**config.mk**
```make
export PLATFORM = sky130hd
export DESIGN_NAME = sam_cfg_loader
export DESIGN_NICKNAME = d
export VERILOG_FILES = /design/src/rtl/sam_pkg.sv /design/src/rtl/sam_shift_reg.sv /design/src/rtl/sam_cfg_loader.sv
export SDC_FILE = /design/constraint.sdc
export NUM_CORES = 1
export LEC_CHECK = 0
export BUFFER_PORTS_ARGS = -buffer_cell sky130_fd_sc_hd__buf_2
export CAP_MARGIN = 20
export CORE_UTILIZATION = 55
export DETAILED_ROUTE_END_ITERATION = 8
export GPL_ROUTABILITY_DRIVEN = 0
export GPL_TIMING_DRIVEN = 0
export PLACE_DENSITY = 0.75
export SYNTH_ARGS = -nofsm -noshare
export SYNTH_HDL_FRONTEND = slang
export SYNTH_SLANG_ARGS = --single-unit
```
**constraint.sdc**
```tcl
create_clock -name clk -period 5.1 [get_ports clk]
set_input_delay 1.02 -clock clk [delete_from_list [all_inputs] [get_ports clk]]
set_output_delay 1.02 -clock clk [all_outputs]
set_load 0.005 [all_outputs]
```
**src/rtl/sam_pkg.sv**
```systemverilog
// Shared types and helpers for the SAM configuration loader.
// Optional feature macro: SAM_CFG_PARITY_EN (adds the CHECK state).
package sam_pkg;

  localparam int unsigned SAM_N_W_DEFAULT = 4;

  // Loader FSM states; CHECK exists only when the parity feature is built in
  typedef enum logic [2:0] {
    IDLE    = 3'd0,
    LOAD_N  = 3'd1,
    LOAD_D  = 3'd2,
    LOAD_CN = 3'd3,
`ifdef SAM_CFG_PARITY_EN
    CHECK   = 3'd4,
`endif
    DONE    = 3'd5
  } sam_state_e;

  // Key length L = 2^n; out-of-range n yields 0 (caller range-checks n first)
  function automatic int unsigned sam_len_from_n(input int unsigned n);
    return (n < 32) ? (32'd1 << n) : 32'd0;
  endfunction

endpackage

```
**src/rtl/sam_shift_reg.sv**
```systemverilog
// MSB-first serial-in shadow register with synchronous clear.
// Clear together with shift-enable loads the incoming bit into a zeroed
// register, so a new load can start on the same edge that wipes old data.
module sam_shift_reg #(
  parameter int unsigned W = 8
) (
  input  logic         clk,
  input  logic         rst_n,
  input  logic         i_clr,
  input  logic         i_en,
  input  logic         i_din,
  output logic [W-1:0] o_q
);

  logic [W-1:0] r_q;

  // Shift left, new bit enters at the LSB (right-justified result)
  always_ff @(posedge clk or negedge rst_n) begin
    if (!rst_n) begin
      r_q <= '0;
    end else if (i_clr) begin
      r_q <= i_en ? W'(i_din) : '0;
    end else if (i_en) begin
      r_q <= {r_q[W-2:0], i_din};
    end
  end

  assign o_q = r_q;

endmodule

```
**src/rtl/sam_cfg_loader.sv**
```systemverilog
// Serial loader for n, d and capsN key material with commit/abort handling.
// Build option: define SAM_CFG_PARITY_EN to append an even-parity bit that
// is checked in a CHECK state before commit. Requires N_W >= 2.
module sam_cfg_loader
  import sam_pkg::*;
#(
  parameter int unsigned KEY_W = 32,
  parameter int unsigned N_W   = SAM_N_W_DEFAULT
) (
  input  logic                    clk,
  input  logic                    reset,
  input  logic                    mode,
  input  logic                    str,
  output logic [N_W-1:0]          n_o,
  output logic [KEY_W-1:0]        d_o,
  output logic [KEY_W-1:0]        capsn_o,
  output logic [$clog2(KEY_W):0]  key_len_o,
  output logic                    cfg_valid,
  output logic                    cfg_err
);

  localparam int unsigned LOG2_KEY = $clog2(KEY_W);
  localparam int unsigned CNT_W    = LOG2_KEY + 1;
  localparam logic [CNT_W-1:0] N_LAST = CNT_W'(N_W - 1);

  sam_state_e       r_state;
  sam_state_e       w_state_nxt;
  logic [CNT_W-1:0] r_cnt;
  logic [CNT_W-1:0] w_cnt_nxt;
  logic [CNT_W-1:0] r_len;
  logic [CNT_W-1:0] w_len_new;

  logic             w_clr;
  logic             w_sh_n;
  logic             w_sh_d;
  logic             w_sh_c;
  logic             w_len_load;
  logic             w_commit;
  logic             w_err_set;
  logic             w_n_ok;
  logic             w_last;

  logic [N_W-1:0]   w_n_sh;
  logic [KEY_W-1:0] w_d_sh;
  logic [KEY_W-1:0] w_c_sh;
  logic [N_W-1:0]   w_n_full;

  logic [N_W-1:0]   r_n_o;
  logic [KEY_W-1:0] r_d_o;
  logic [KEY_W-1:0] r_c_o;
  logic [CNT_W-1:0] r_len_o;
  logic             r_valid;
  logic             r_err;

`ifdef SAM_CFG_PARITY_EN
  logic             w_par_err;
`else
  logic             r_pend;
  logic             w_pend_nxt;
`endif

  // Shadow registers for n, d and capsN
  sam_shift_reg #(.W(N_W)) u_n_sh (
    .clk   (clk),
    .rst_n (reset),
    .i_clr (w_clr),
    .i_en  (w_sh_n),
    .i_din (str),
    .o_q   (w_n_sh)
  );

  sam_shift_reg #(.W(KEY_W)) u_d_sh (
    .clk   (clk),
    .rst_n (reset),
    .i_clr (w_clr),
    .i_en  (w_sh_d),
    .i_din (str),
    .o_q   (w_d_sh)
  );

  sam_shift_reg #(.W(KEY_W)) u_c_sh (
    .clk   (clk),
    .rst_n (reset),
    .i_clr (w_clr),
    .i_en  (w_sh_c),
    .i_din (str),
    .o_q   (w_c_sh)
  );

  // n including the bit arriving this edge, used for the range check
  assign w_n_full  = N_W'({w_n_sh, str});
  assign w_n_ok    = (32'(w_n_full) <= LOG2_KEY);
  assign w_len_new = CNT_W'(sam_len_from_n(32'(w_n_full)));
  assign w_last    = (r_cnt == (r_len - CNT_W'(1)));

`ifdef SAM_CFG_PARITY_EN
  // Even parity across every shadow bit plus the received parity bit
  assign w_par_err = ^{w_n_sh, w_d_sh, w_c_sh, str};
`endif

  // State register
  always_ff @(posedge clk or negedge reset) begin
    if (!reset) begin
      r_state <= IDLE;
    end else begin
      r_state <= w_state_nxt;
    end
  end

  // Next-state and datapath control
  always_comb begin
    w_state_nxt = r_state;
    w_cnt_nxt   = r_cnt;
    w_clr       = 1'b0;
    w_sh_n      = 1'b0;
    w_sh_d      = 1'b0;
    w_sh_c      = 1'b0;
    w_len_load  = 1'b0;
    w_commit    = 1'b0;
    w_err_set   = 1'b0;
`ifndef SAM_CFG_PARITY_EN
    w_pend_nxt  = 1'b0;
`endif
    case (r_state)
      IDLE: begin
        if (mode) begin
          w_clr       = 1'b1;
          w_sh_n      = 1'b1;
          w_cnt_nxt   = CNT_W'(1);
          w_state_nxt = LOAD_N;
        end
      end
      LOAD_N: begin
        if (!mode) begin
          w_err_set   = 1'b1;
          w_cnt_nxt   = '0;
          w_state_nxt = IDLE;
        end else begin
          w_sh_n = 1'b1;
          if (r_cnt == N_LAST) begin
            w_cnt_nxt = '0;
            if (w_n_ok) begin
              w_len_load  = 1'b1;
              w_state_nxt = LOAD_D;
            end else begin
              w_err_set   = 1'b1;
              w_state_nxt = DONE;
            end
          end else begin
            w_cnt_nxt = r_cnt + CNT_W'(1);
          end
        end
      end
      LOAD_D: begin
        if (!mode) begin
          w_err_set   = 1'b1;
          w_cnt_nxt   = '0;
          w_state_nxt = IDLE;
        end else begin
          w_sh_d = 1'b1;
          if (w_last) begin
            w_cnt_nxt   = '0;
            w_state_nxt = LOAD_CN;
          end else begin
            w_cnt_nxt = r_cnt + CNT_W'(1);
          end
        end
      end
      LOAD_CN: begin
        if (!mode) begin
          w_err_set   = 1'b1;
          w_cnt_nxt   = '0;
          w_state_nxt = IDLE;
        end else begin
          w_sh_c = 1'b1;
          if (w_last) begin
            w_cnt_nxt = '0;
`ifdef SAM_CFG_PARITY_EN
            w_state_nxt = CHECK;
`else
            w_pend_nxt  = 1'b1;
            w_state_nxt = DONE;
`endif
          end else begin
            w_cnt_nxt = r_cnt + CNT_W'(1);
          end
        end
      end
`ifdef SAM_CFG_PARITY_EN
      CHECK: begin
        if (!mode) begin
          w_err_set   = 1'b1;
          w_state_nxt = IDLE;
        end else begin
          w_commit    = !w_par_err;
          w_err_set   = w_par_err;
          w_state_nxt = DONE;
        end
      end
`endif
      DONE: begin
`ifndef SAM_CFG_PARITY_EN
        w_commit = r_pend;
`endif
        if (!mode) begin
          w_state_nxt = IDLE;
        end
      end
      default: begin
        w_state_nxt = IDLE;
      end
    endcase
  end

  // Bit counter, key-length shadow and commit-pending flag
  always_ff @(posedge clk or negedge reset) begin
    if (!reset) begin
      r_cnt  <= '0;
      r_len  <= '0;
`ifndef SAM_CFG_PARITY_EN
      r_pend <= 1'b0;
`endif
    end else begin
      r_cnt <= w_cnt_nxt;
      if (w_clr) begin
        r_len <= '0;
      end else if (w_len_load) begin
        r_len <= w_len_new;
      end
`ifndef SAM_CFG_PARITY_EN
      r_pend <= w_pend_nxt;
`endif
    end
  end

  // Committed configuration; aborts only touch the error flag
  always_ff @(posedge clk or negedge reset) begin
    if (!reset) begin
      r_n_o   <= '0;
      r_d_o   <= '0;
      r_c_o   <= '0;
      r_len_o <= '0;
      r_valid <= 1'b0;
      r_err   <= 1'b0;
    end else if (w_commit) begin
      r_n_o   <= w_n_sh;
      r_d_o   <= w_d_sh;
      r_c_o   <= w_c_sh;
      r_len_o <= r_len;
      r_valid <= 1'b1;
      r_err   <= 1'b0;
    end else if (w_err_set) begin
      r_err   <= 1'b1;
    end
  end

  assign n_o       = r_n_o;
  assign d_o       = r_d_o;
  assign capsn_o   = r_c_o;
  assign key_len_o = r_len_o;
  assign cfg_valid = r_valid;
  assign cfg_err   = r_err;

endmodule
```
* Yosys cells after proc, flatten, opt, wreduce, memory -nomap -nowiden
Index checks and enable logic that the tools add are counted.
Storage, ports and cells: word-level logic and storage cells 86, bits of input ports 4, bits in registers 160, output and inout port bits 76
Cells by class: shift operators 1, $add $sub $neg 2, magnitude comparators 1, equal/unequal tests 11, mux-type cells 47, reduce and logical (&&, ||, !) cells 11
Operators with widths (number):
- $mux W32 | 4
- $mux W6 | 7
- $mux W3 | 9
- $mux W1 | 22
- $pmux W6 S3 | 1
- $pmux W3 S5 | 1
- $reduce_bool A2 Y1 | 5
- $ne A3 B3 Y1 const B | 3
- $mux W4 | 2
- $add A6 B1 Y6 const B | 1
- $eq A3 B2 Y1 const B | 2
- $eq A6 B2 Y1 const B | 1
- $eq A6 B6 Y1 | 1
- $shl A1 B4 Y6 const A | 1
- $sub A6 B1 Y6 const B | 1
- $reduce_and A5 Y1 | 1
- $le A4 B3 Y1 const B | 1
- $ne A2 B2 Y1 const B | 2
- $reduce_or A2 Y1 | 2
- $eq A3 B1 Y1 const B | 1
- $eq A3 B3 Y1 const B | 1
- $logic_not A3 Y1 | 1
- $reduce_bool A3 Y1 | 1
- $pmux W1 S2 | 1
- $reduce_and A2 Y1 | 1

* Depth between registers and ports, before layout
Gate-level depths: netlist (run 1).
depth after elaboration 7, gate-level depth with buffers 7

* Hierarchy
A second synthesis (run 1) with hierarchy kept.
Second synthesis, totals: cell total of the unflattened synthesis 524, area total of the unflattened synthesis 6729.0 µm²
By module, submodules not included:
- sam_cfg_loader | area each 3908.7 µm², times used 1, cells each 303, seq. area each 2302.2 µm²
- sam_shift_reg at u_c_sh ... | area each 1326.3 µm², times used 2, cells each 104, seq. area each 800.8 µm²
- sam_shift_reg at u_n_sh | area each 167.7 µm², times used 1, cells each 13, seq. area each 100.1 µm²

* Worst setup path after synthesis (run 1)
OpenSTA, ideal clock, no wires.
kind input-to-reg, from input mode, to register u_c_sh.r_q[25] (netlist: u_c_sh.o_q[25]), data arrival time 1931 ps, setup time 78 ps, required time 5022 ps, stages 7, slack 3091 ps, path through nor2b_1 -> buf_6 -> nand2_1 -> nor2_1 -> buf_2 -> nand2_1 -> a21oi_1
On the way: longest elaborated chain between the ends 3, elaborated cells between the ends (all ways) 5, those cells by class mux (4); reduce/logical (1)
RTL lines:
- start: declaration | line sam_cfg_loader.sv:12 | input logic mode,
- $mux W1 * | line sam_cfg_loader.sv:126, sam_cfg_loader.sv:170
- $mux W1 | line sam_cfg_loader.sv:124 | case (r_state)
- $mux W32 / $reduce_bool A2 Y1 (equally long branches)
- end signal: assignment | line sam_shift_reg.sv:22 | r_q <= i_en ? W'(i_din) : '0;
- end signal: assignment | line sam_shift_reg.sv:24 | r_q <= {r_q[W-2:0], i_din};
- end: declaration | line sam_shift_reg.sv:15 | logic [W-1:0] r_q;
Mark *: on every way between the ends. The rest lies on a longest branch, timed or not. A chain may end at the register's enable or synchronous reset.

* Final worst setup path (run 1)
from register r_len[0], to register r_cnt[1]
On the way: longest elaborated chain between the ends 5
RTL lines:
- start: declaration | line sam_cfg_loader.sv:30 | logic [CNT_W-1:0] r_len;
- start signal: assignment | line sam_cfg_loader.sv:228 | r_len <= w_len_new;
- $sub A6 B1 Y6 | line sam_cfg_loader.sv:94 | assign w_last = (r_cnt == (r_len - CNT_W'(1)));
- $eq A6 B6 Y1 | line sam_cfg_loader.sv:94
- $mux W6 | line sam_cfg_loader.sv:161, sam_cfg_loader.sv:176
- $mux W6 | line sam_cfg_loader.sv:155 | if (!mode) begin
- $pmux W6 S3 | line sam_cfg_loader.sv:124
- end signal: assignment | line sam_cfg_loader.sv:224 | r_cnt <= w_cnt_nxt;
- end: declaration | line sam_cfg_loader.sv:28 | logic [CNT_W-1:0] r_cnt;
Every way passes these cells.

==> results of run 1 <==
metrics by stage:
| stage | cells | util (%) | power (mW) | hold slack, ns |
|---|---|---|---|---|
| finish | 858 | 67.2 | 2.78 | 0.461 |
| global route | 858 | 67.2 | 2.89 | 0.503 |
| CTS | 858 | 67.2 | 2.80 | 0.468 |
| detailed placement | 828 | 62.4 | 1.61 | 0.451 |
| global placement | 827 | 62.1 | 1.60 | 0.445 |
| floorplan | 606 | - | 1.52 | 0.446 |
metal layers:
layer | vias up | global-route usage, %
li1 | 2257 | -
met1 | 2378 | 30.9
met2 | 125 | 37.0
met3 | 27 | 6.26
met4 | 0 | 8.02
met5 | - | 0
worst paths after layout:
path / startpoint / end / slack, ns / cells past startpoint
max: r_len[0]$_DFFE_PN0P_ / r_cnt[1]$_DFFE_PN0P_ / 2.92 / 7
min: cfg_valid$_DFFE_PN0P_ / cfg_valid$_DFFE_PN0P_ / 0.46 / 1
max reg2reg: r_len[0]$_DFFE_PN0P_ / r_cnt[1]$_DFFE_PN0P_ / 2.92 / 7
min reg2reg: cfg_valid$_DFFE_PN0P_ / cfg_valid$_DFFE_PN0P_ / 0.46 / 1
max in group asynchronous: reset / capsn_o[28]$_DFFE_PN0P_ / 3.65 / 2
min in group asynchronous: reset / key_len_o[2]$_DFFE_PN0P_ / 0.64 / 1
cell usage after synthesis (all sizes together):
cell	n	area [sq um]
a21oi	33	169
nand4	4	25.0
a211oi	1	12.5
or3b	1	8.76
nand2b	4	25.0
ha	2	25.0
o21ai	46	230
o21a	1	7.51
o41ai	1	8.76
nand3	9	45.0
and4	1	11.3
a22o	1	8.76
nand2	158	593
nor2	23	86.3
a31oi	2	12.5
or2	3	18.8
nor3	2	15.0
a41o	2	20.0
nor2b	1	6.26
buf	10	63.8
o221a	1	11.3
o2111ai	1	8.76
a32o	1	10.0
nor4bb	2	20.0
xor2	3	26.3
and2	1	6.26
nor4b	1	8.76
xnor2	4	35.0
dfrtp	160	4000
a21bo	1	10.0
a32oi	1	8.76
inv	6	22.5
o31ai	1	7.51
mux2	71	800
clkbuf	28	105
o221ai	1	8.76
or3	2	22.5
and3	3	18.8
o211ai	4	30.0
nand3b	1	7.51
mux2i	5	50.1
nor4	2	18.8
o2111a	1	11.3
area by class of cell:
cell class / count / area (sq um)
fillers: 889 / 3810
plain buffers: 38 / 169
flip-flops and latches: 160 / 4000
repair buffers: 79 / 424
inverters: 6 / 22.5
well taps: 143 / 179
clock buffers: 20 / 467
multi-input cells: 402 / 2450
clock inverters: 10 / 87.6
sequential cells by signal, summed over array words and instances, names as in the netlist, 4 cells and up:
register / count
r_cnt: 6
u_n_sh.o_q: 4
u_c_sh.o_q: 32
n_o: 4
u_d_sh.o_q: 32
capsn_o: 32
r_len: 6
d_o: 32
key_len_o: 6
cell usage in the layout (no fill, tap or decap), types with 2 or more instances in the layout:
cell type,count
dfrtp_1,160
nand2_1,158
buf_2,83
mux2_2,71
o21ai_0,45
a21oi_1,32
clkbuf_1,28
nor2_1,23
clkbuf_16,17
nand3_1,9
inv_1,5
mux2i_1,5
clkinv_2,5
xnor2_1,4
nand2b_1,4
nand4_1,4
o211ai_1,4
buf_4,3
or2_2,3
xor2_1,3
and3_1,3
clkbuf_8,3
buf_6,2
or3_4,2
nor4bb_1,2
a41o_1,2
a31oi_1,2
ha_1,2
clkinvlp_4,2
power breakdown:
| part | switching [mW] | total [mW] | internal [mW] |
|---|---|---|---|
| Combinational | 0.190 | 0.274 | 0.0838 |
| Clock | 0.490 | 1.19 | 0.701 |
| Sequential | 0.0295 | 1.32 | 1.29 |
| Total | 0.709 | 2.78 | 2.08 |
cells by family after synthesis:
family	Yosys count	share of synthesized area, %
xor gates and xnor gates	7	0.923
buffers and inverters	44	2.88
and+or+nand+nor	218	14.1
muxes	76	12.8
AOI/OAI and AO/OA	99	8.66
adders and majority gates	2	0.377
DFF	160	60.3
==> metrics.txt, run 1 <==
initial antenna violation count 0; finished layout cell area 7800 sq um; hold crit path type flip-flop to flip-flop; CP Cell Sequence inv_1, ha_1, or3b_1, a211oi_2, and4_4, nand2_1, a41o_1; Global Route Usage Sum 23.2%; DR vias/cell 5.58; Chip Height 112 um; crit share post-route 42.7%; Top Ports 80; Nets 710; CP max stage cell dfrtp_1; post-synthesis sequential area ratio 60.3%; family with the most delay on the worst path simple AND/OR/NAND/NOR gates; post-layout min period 2.18 ns; post-synthesis average cell area 11.0 sq um; # diodes 0; Final setup viols 0; status finished, violations left; Synth Warn # 0; worst-margin pin slew 0.728 ns; slowest stage delay, CP 0.42 ns; Remaining DRCs 4; worst setup slack after layout 2.92 ns; leakage 3.92 nW; Die Wd 112 um; I/O Buffers 78; critical path class flip-flop to flip-flop; Top Layer Used met4; Root Buffer clkbuf_16; Seq cells post-synth 160; VDD IR-drop max 0.206 mV; largest net degree at the start of global routing 82; antenna viol nets, final 0; setup TNS 0 ns; M1 WL 6000 um; H-tree lvl count 4; hold_buf cts 0; post-DP HPWL 9100 um; CP Data Arrival Time 2.48 ns; final wirelength 13500 um; post-route clock skew 0.00946 ns; Initial Utilization 57.2%; DRT iter0 DRCs 325; worst-path fanout max 4; Netlist cell types 50; WP data required 5.40 ns; worst path buffer plus inverter count 1; f_max 459 MHz; synthesized cell area 6640 sq um; Layout Area Growth over Synthesis 17.4%; vias 4787; clk buf depth 2; cell area power density 357 nW/um^2; crit start category flip-flop; Post-Synthesis Cells 606; DR WL met3 653 um; Num CTS Buffers 17; RSZ-0062 raised after global routing no; CORE AREA 11600 sq um; first-pass detailed-route iteration total 7; grt ovf 0; first-pass GRT wire length 22800 um; layout cells sized above 1 28.3%; Final Hold Vio Count 0; CTS tree built; mean routed wirelength per cell 15.7 um; placed cell areas 7250 sq um; CTS clk-pin slew, worst paths 0.06 ns; failing checks DRC; clk_lat worst skew 0.42 ns; Setup Fix Bufs, Post-CTS 0; die area 12500 sq um; Max-slew headroom 51.5%; site row count 39; Detail Route met2 WL 6590 um; max-cap violations 0; vias in the first global route 4677; Crit. End Element flip-flop; CTS resizes 0; Syn Nets 612; fin. max-slew vios 0; Setup WS pre-CTS 2.57 ns; clock sinks 160
(Power assumes the default switching activity.)
==> run 2: changes to the inputs <==
--- a/config.mk
+++ b/config.mk
@@ -5,9 +5,10 @@
 export SDC_FILE = /design/constraint.sdc
 export NUM_CORES = 1
 export LEC_CHECK = 0
+export ABC_AREA = 1
 export BUFFER_PORTS_ARGS = -buffer_cell sky130_fd_sc_hd__buf_2
 export CAP_MARGIN = 20
-export CORE_UTILIZATION = 55
+export CORE_UTILIZATION = 52
 export DETAILED_ROUTE_END_ITERATION = 8
 export GPL_ROUTABILITY_DRIVEN = 0
 export GPL_TIMING_DRIVEN = 0
==> constraint.sdc (replaced) <==
create_clock -name clk -period 1.8 [get_ports clk]
set_input_delay 0.36 -clock clk [delete_from_list [all_inputs] [get_ports clk]]
set_output_delay 0.36 -clock clk [all_outputs]
set_load 0.005 [all_outputs]
==> metrics.txt, run 2 <==
DR vias/cell 5.36 (was 5.58); Synth Warn # 0 (unchanged); FF/Latch Area 4000 sq um (unchanged); number of enable flip-flop cells after synthesis 0 (unchanged); post-route clock skew 0.00586 ns (was 0.00946 ns); grt ovf 0 (unchanged); cell area power density 1150 nW/um^2 (was 357 nW/um^2); Nets 752 (was 710); Post-synth top cells 160 x dfrtp_1, 112 x nand2_1, 89 x inv_1 (was 160 x dfrtp_1, 158 x nand2_1, 71 x mux2_2); post-synthesis average cell area 9.82 sq um (was 11.0 sq um); vias 4830 (was 4787); final wirelength 13600 um (was 13500 um); mux share of post-synthesis cell area 0% (was 12.8%); site row count 39 (unchanged); Die Wd 112 um (about the same); CP Data Arrival Time 2.00 ns (was 2.48 ns); Num CTS Buffers 17 (unchanged); status finished, violations left (unchanged); met3 usage 5.45% (was 6.26%); fin. max-slew vios 0 (unchanged); largest net degree at the start of global routing 97 (was 82); worst-path fanout max 5 (was 4); worst-margin pin slew 0.596 ns (was 0.728 ns); crit-path most repeated cell nand2_1; failing checks DRC (unchanged); most common cell in the netlist dfrtp_1 (unchanged); worst path buffer plus inverter count 2 (was 1); Synth Area in XOR/XNOR 0.971% (was 0.923%); Crit. End Element flip-flop (unchanged); H-tree lvl count 4 (unchanged); Layout Area Growth over Synthesis 19.6% (was 17.4%); post-layout min period 1.70 ns (was 2.18 ns); slowest stage delay, CP 0.40 ns (was 0.42 ns); CTS clk-pin slew, worst paths 0.06 ns (about the same); initial antenna violation count 0 (unchanged); Chip Height 112 um (about the same); Simple-Gate Fraction of Synth Area 13.4% (was 14.1%); clk buf depth 2 (unchanged); mean routed wirelength per cell 15.1 um (was 15.7 um); leakage 3.70 nW (was 3.92 nW); die area 12600 sq um (was 12500 sq um); GR Util met1 31.0% (was 30.9%); largest family of logic cells by synthesized area compound AO/OA/AOI/OAI gates (was simple AND/OR/NAND/NOR gates); ys async rst share 100% (unchanged); layout cells sized above 1 20.3% (was 28.3%); most frequent cells in the layout 160 x dfrtp_1, 111 x nand2_1, 92 x buf_2 (was 160 x dfrtp_1, 158 x nand2_1, 83 x buf_2); family with the most delay on the worst path simple AND/OR/NAND/NOR gates (unchanged); Root Buffer clkbuf_16 (unchanged); CTS tree built (unchanged); Hold Slack 0.234 ns (was 0.461 ns); Netlist cell types 29 (was 50); most common cell after layout, fill and taps aside dfrtp_1 (unchanged); WP data required 2.10 ns (was 5.40 ns); synthesized cell area 6320 sq um (was 6640 sq um); vias in the first global route 4694 (was 4677); Max-slew headroom 60.3% (was 51.5%); crit start category flip-flop (unchanged); # diodes 0 (unchanged); post-synthesis adder-cell area fraction 0.396% (was 0.377%); antenna viol nets, final 0 (unchanged); max-cap violations 0 (unchanged); Final setup viols 0 (unchanged); post-DP HPWL 9090 um (was 9100 um); met2 Track Usage GR 37.1% (was 37.0%); hold crit path type primary input to flip-flop (was flip-flop to flip-flop); DRT iter0 DRCs 359 (was 325); crit share post-route 94.5% (was 42.7%); post-synthesis sequential area ratio 63.4% (was 60.3%); critical path class flip-flop to flip-flop (unchanged); area occupied by multi-input gates 1840 sq um (was 2450 sq um); clock sinks 160 (unchanged); VDD IR-drop max 0.737 mV (was 0.206 mV); first-pass detailed-route iteration total 7 (unchanged); Initial Utilization 54.4% (was 57.2%); Remaining DRCs 8 (was 4); CP Cell Sequence inv_2, ha_4, inv_1, nand2_1, nand2_1, nand2_1, nand3_2, nor2_2, nand3_2, nand2_2, nand2_4, nand2_1, a21oi_1 (was inv_1, ha_1, or3b_1, a211oi_2, and4_4, nand2_1, a41o_1); most area-consuming cells after synthesis dfrtp_1 63%, o21ai_0 7.0%, nand2_1 6.7% (was dfrtp_1 60%, mux2_2 12%, nand2_1 8.9%); clk_lat worst skew 0.42 ns (about the same); Synth area leader dfrtp_1 (unchanged); grt peak-use layer met2 (unchanged); total power 8.70 mW (was 2.78 mW); fillers 928 (was 889); Post-Synthesis Cells 643 (was 606); Synth Area in Compound Gates 13.8% (was 8.66%); CORE AREA 11600 sq um (unchanged); Final Hold Vio Count 0 (unchanged); Seq cells post-synth 160 (unchanged); Primary FF master, synth dfrtp_1 (unchanged); f_max 588 MHz (was 459 MHz); Syn Nets 649 (was 612); post-synth top area share 63.4% (was 60.3%); CP max stage cell dfrtp_1 (unchanged); Global Route Usage Sum 23.2% (about the same); first-pass GRT wire length 22700 um (was 22800 um); I/O Buffers 79 (was 78); Top Ports 80 (unchanged)
## run 2: tightest hold or removal path, cell delays in order
cell	delay (ns)
buf_2	0.12
nand2_1	0.06
o21ai_0	0.07
## run 2: cell type report
| cell class | instances | area share (%) |
|---|---|---|
| Tap cell | 143 | 2.37 |
| Sequential cell | 160 | 53.0 |
| Clock buffer | 26 | 6.74 |
| Buffer | 31 | 2.12 |
| Inverter | 93 | 4.64 |
| Clock inverter | 5 | 0.695 |
| Multi-Input combinational cell | 359 | 24.3 |
| Timing Repair Buffer | 84 | 6.11 |
## run 2: what timing repair did
action                                  CTS  global route
pin swaps                                 0             4
hold buffers                              1             0
resized for setup                         1             9
endpoints found under the setup margin    7            20
endpoints found under the hold margin    64             0
buffers inserted                          0             3
## run 2: worst paths after layout
| kind | from | to | slack, ns | cells past startpoint |
|---|---|---|---|---|
| worst min register to register | d_o[9]$_DFFE_PN0P_ | d_o[9]$_DFFE_PN0P_ | 0.48 | 2 |
| max in group asynchronous | reset | capsn_o[7]$_DFFE_PN0P_ | 0.41 | 3 |
| min in group asynchronous | reset | d_o[22]$_DFFE_PN0P_ | 0.51 | 2 |
| worst max-delay path | r_len[0]$_DFFE_PN0P_ | r_cnt[0]$_DFFE_PN0P_ | 0.1 | 13 |
| worst min-delay path | str | u_n_sh.o_q[0]$_DFFE_PN0P_ | 0.23 | 3 |
| worst max register to register | r_len[0]$_DFFE_PN0P_ | r_cnt[0]$_DFFE_PN0P_ | 0.1 | 13 |
## run 2: cell families (layout without fill, tap and decap cells)
family,count (synthesis),after routing
AND/OR/NAND/NOR,188,188
adder cells (fa/ha/maj),2,2
flip-flops,160,160
XOR/XNOR,7,7
buffers and inverters,124,239
AO/OA/AOI/OAI,162,162
## run 2: power breakdown
part | switching [mW] | leakage (nW) | internal [mW]
sequential | 0.137 | 2.22 | 3.74
clock | 1.33 | 0.276 | 2.07
combinational | 1.02 | 1.20 | 0.412
total | 2.48 | 3.70 | 6.22
## run 2: routing by layer
layer | wire length (um) | up-vias | share of wire, %
li1 | - | 2324 | -
met1 | 6180 | 2380 | 45
met2 | 6630 | 108 | 49
met3 | 596 | 18 | 4.4
met4 | 208 | 0 | 1.5
met5 | 0 | - | 0
## run 2: metrics by stage
| step | cells | setup WS, ns | util [%] | TNS (ns) | cell area [sq um] |
|---|---|---|---|---|---|
| floorplan | 643 | 0.220 | - | 0 | 6320 |
| global placement | 865 | -1.83 | 59.3 | -291.18 | 6890 |
| detailed placement | 866 | -0.0420 | 59.6 | -0.146 | 6920 |
| CTS | 898 | 0.00191 | 64.5 | 0 | 7500 |
| global route | 901 | -0.0650 | 65.1 | -0.412 | 7560 |
| finish | 901 | 0.0997 | 65.1 | 0 | 7560 |
==> run 3: changes to the inputs <==
--- a/config.mk
+++ b/config.mk
@@ -6,13 +6,13 @@
 export NUM_CORES = 1
 export LEC_CHECK = 0
 export ABC_AREA = 1
-export BUFFER_PORTS_ARGS = -buffer_cell sky130_fd_sc_hd__buf_2
 export CAP_MARGIN = 20
-export CORE_UTILIZATION = 52
+export CORE_UTILIZATION = 56
 export DETAILED_ROUTE_END_ITERATION = 8
+export DONT_BUFFER_PORTS = 1
 export GPL_ROUTABILITY_DRIVEN = 0
 export GPL_TIMING_DRIVEN = 0
-export PLACE_DENSITY = 0.75
+export PLACE_DENSITY = 0.73
 export SYNTH_ARGS = -nofsm -noshare
 export SYNTH_HDL_FRONTEND = slang
 export SYNTH_SLANG_ARGS = --single-unit
==> metrics.txt, run 3 (same netlist as run 2, synthesis figures left out) <==
status finished, violations left (unchanged); failing checks hold timing (was DRC); Setup WS pre-CTS -0.0620 ns (was -0.0420 ns); max-cap violations 0 (unchanged); crit start category flip-flop (unchanged); grt ovf 0 (unchanged); post-route clock skew 0.00815 ns (was 0.00586 ns); critical path class flip-flop to flip-flop (unchanged); worst setup slack after layout 0.0732 ns (was 0.0997 ns); R2R setup slack 0.07 ns (was 0.1 ns); CP Data Arrival Time 2.02 ns (was 2.00 ns); Num CTS Buffers 17 (unchanged); hold crit path type primary input to async pin (was primary input to flip-flop); post-layout min period 1.73 ns (was 1.70 ns); CORE AREA 10900 sq um (was 11600 sq um); Final setup viols 0 (unchanged); f_max 579 MHz (was 588 MHz); most common cell after layout, fill and taps aside dfrtp_1 (unchanged); Root Buffer clkbuf_16 (unchanged); WP data required 2.10 ns (about the same); Remaining DRCs 0 (was 8); worst-margin pin slew 0.452 ns (was 0.596 ns); Global Route Usage Sum 24.6% (was 23.2%); antenna viol nets, final 0 (unchanged); Top Ports 80 (unchanged); vias in the first global route 4472 (was 4694); vias 4591 (was 4830); leakage 3.31 nW (was 3.70 nW); H-tree lvl count 4 (unchanged); cell area power density 1260 nW/um^2 (was 1150 nW/um^2); Chip Height 108 um (was 112 um); Die Wd 108 um (was 112 um); Layout Area Growth over Synthesis 14.2% (was 19.6%); mean routed wirelength per cell 16.2 um (was 15.1 um); I/O Buffers 0 (was 79); Initial Utilization 57.8% (was 54.4%); R2R Path Start r_len[1]$_DFFE_PN0P_ (was r_len[0]$_DFFE_PN0P_); clk buf depth 2 (unchanged); clk_lat worst skew 0.42 ns (about the same); fin. max-slew vios 0 (unchanged); die area 11700 sq um (was 12600 sq um); CTS clk-pin slew, worst paths 0.06 ns (about the same); first-pass GRT wire length 22100 um (was 22700 um); fillers 830 (was 928); layout cells sized above 1 12.6% (was 20.3%); Crit. End Element flip-flop (unchanged); initial antenna violation count 0 (unchanged); crit share post-route 95.9% (was 94.5%); CTS tree built (unchanged); # diodes 0 (unchanged); VDD IR-drop max 0.629 mV (was 0.737 mV); final wirelength 13300 um (was 13600 um); site row count 38 (was 39); Final Hold Vio Count 160 (was 0); RR Endpoint r_cnt[2]$_DFFE_PN0P_ (was r_cnt[0]$_DFFE_PN0P_); Max-slew headroom 69.9% (was 60.3%); worst r2r path cells 10 (was 13); first-pass detailed-route iteration total 5 (was 7); largest net degree at the start of global routing 161 (was 97); post-DP HPWL 8480 um (was 9090 um); worst-path fanout max 5 (unchanged); Nets 674 (was 752); most frequent cells in the layout 160 x dfrtp_1, 110 x nand2_1, 87 x inv_1 (was 160 x dfrtp_1, 111 x nand2_1, 92 x buf_2); DR vias/cell 5.60 (was 5.36); clock sinks 160 (unchanged); DRT iter0 DRCs 294 (was 359); Hold Slack -0.370 ns (was 0.234 ns)
==> run 3: cell types whose count changed in the layout (fill, tap and decap cells not counted), moves of 2 or more <==
cell	previous run	this run
buf_4	4	7
nor2_2	3	5
clkbuf_1	17	8
o21ai_0	88	85
bufinv_16	1	5
buf_2	92	14
nand3_2	4	2
clkbuf_2	0	7
o21ai_1	25	28
clkbuf_8	5	0
==> run 3: final cells by class <==
class | count | area [sq um] | share of cell area [%]
inverter | 93 | 350 | 4.86
timing repair buffer | 6 | 45.0 | 0.624
sequential | 160 | 4000 | 55.5
clock buffer | 20 | 437 | 6.05
clock inverter | 11 | 186 | 2.58
tap | 140 | 175 | 2.43
multi-input combinational | 359 | 1850 | 25.6
buffer | 31 | 169 | 2.34
==> run 3: timing repair <==
action,4_1_cts,5_1_grt
pin swaps,0,4
setup endpoints to repair,8,34
gates resized for setup,3,27
endpoints found under the hold margin,160,160
setup buffers,0,6
==> run 3: layer usage <==
layer	GRT usage, %	routed length, um	share of wire (%)
met1	33.2	6020	45
met3	7.59	689	5.2
met5	0	0	0
met4	8.32	223	1.7
met2	38.1	6340	48
==> run 3: how the worst max path moves through the flow <==
stage                               startpoint  slack (ns)                     end
after floorplan           r_len[0]$_DFFE_PN0P_        0.22  r_state[0]$_DFFE_PN0P_
after global placement    r_len[0]$_DFFE_PN0P_       -0.02    r_cnt[3]$_DFFE_PN0P_
after detailed placement  r_len[0]$_DFFE_PN0P_       -0.06    r_cnt[2]$_DFFE_PN0P_
after CTS                 r_len[0]$_DFFE_PN0P_        0.02    r_cnt[2]$_DFFE_PN0P_
after global routing      r_len[1]$_DFFE_PN0P_       -0.04    r_cnt[2]$_DFFE_PN0P_
final                     r_len[1]$_DFFE_PN0P_        0.07    r_cnt[2]$_DFFE_PN0P_
==> run 3: report_power, final <==
| part | switching (mW) | internal (mW) | leakage [nW] |
|---|---|---|---|
| sequential | 0.146 | 3.74 | 2.22 |
| clock | 1.38 | 2.45 | 0.304 |
| combinational | 0.946 | 0.423 | 0.782 |
| total | 2.47 | 6.61 | 3.31 |
==> run 3: critical path: stages (launching register included) <==
cell,delay (ns)
dfrtp_1,0.39
buf_4,0.14
nor2_2,0.14
nand2_1,0.12
nor2_2,0.11
xor2_1,0.18
nand3_2,0.15
nand2_4,0.14
nand2_4,0.07
nand2_1,0.08
o21ai_1,0.08
==> run 3: stage by stage <==
stage | instances | power (mW) | util [%] | setup TNS (ns) | instance area (sq um)
4_1_cts | 814 | 9.01 | 65.1 | 0 | 7120
2_1_floorplan | 643 | 4.89 | - | 0 | 6320
5_1_grt | 820 | 9.47 | 66.0 | -0.138 | 7210
6_report | 820 | 9.07 | 66.0 | 0 | 7210
3_3_place_gp | 783 | 5.15 | 59.4 | -0.0197 | 6490
3_5_place_dp | 783 | 5.19 | 59.4 | -0.207 | 6490
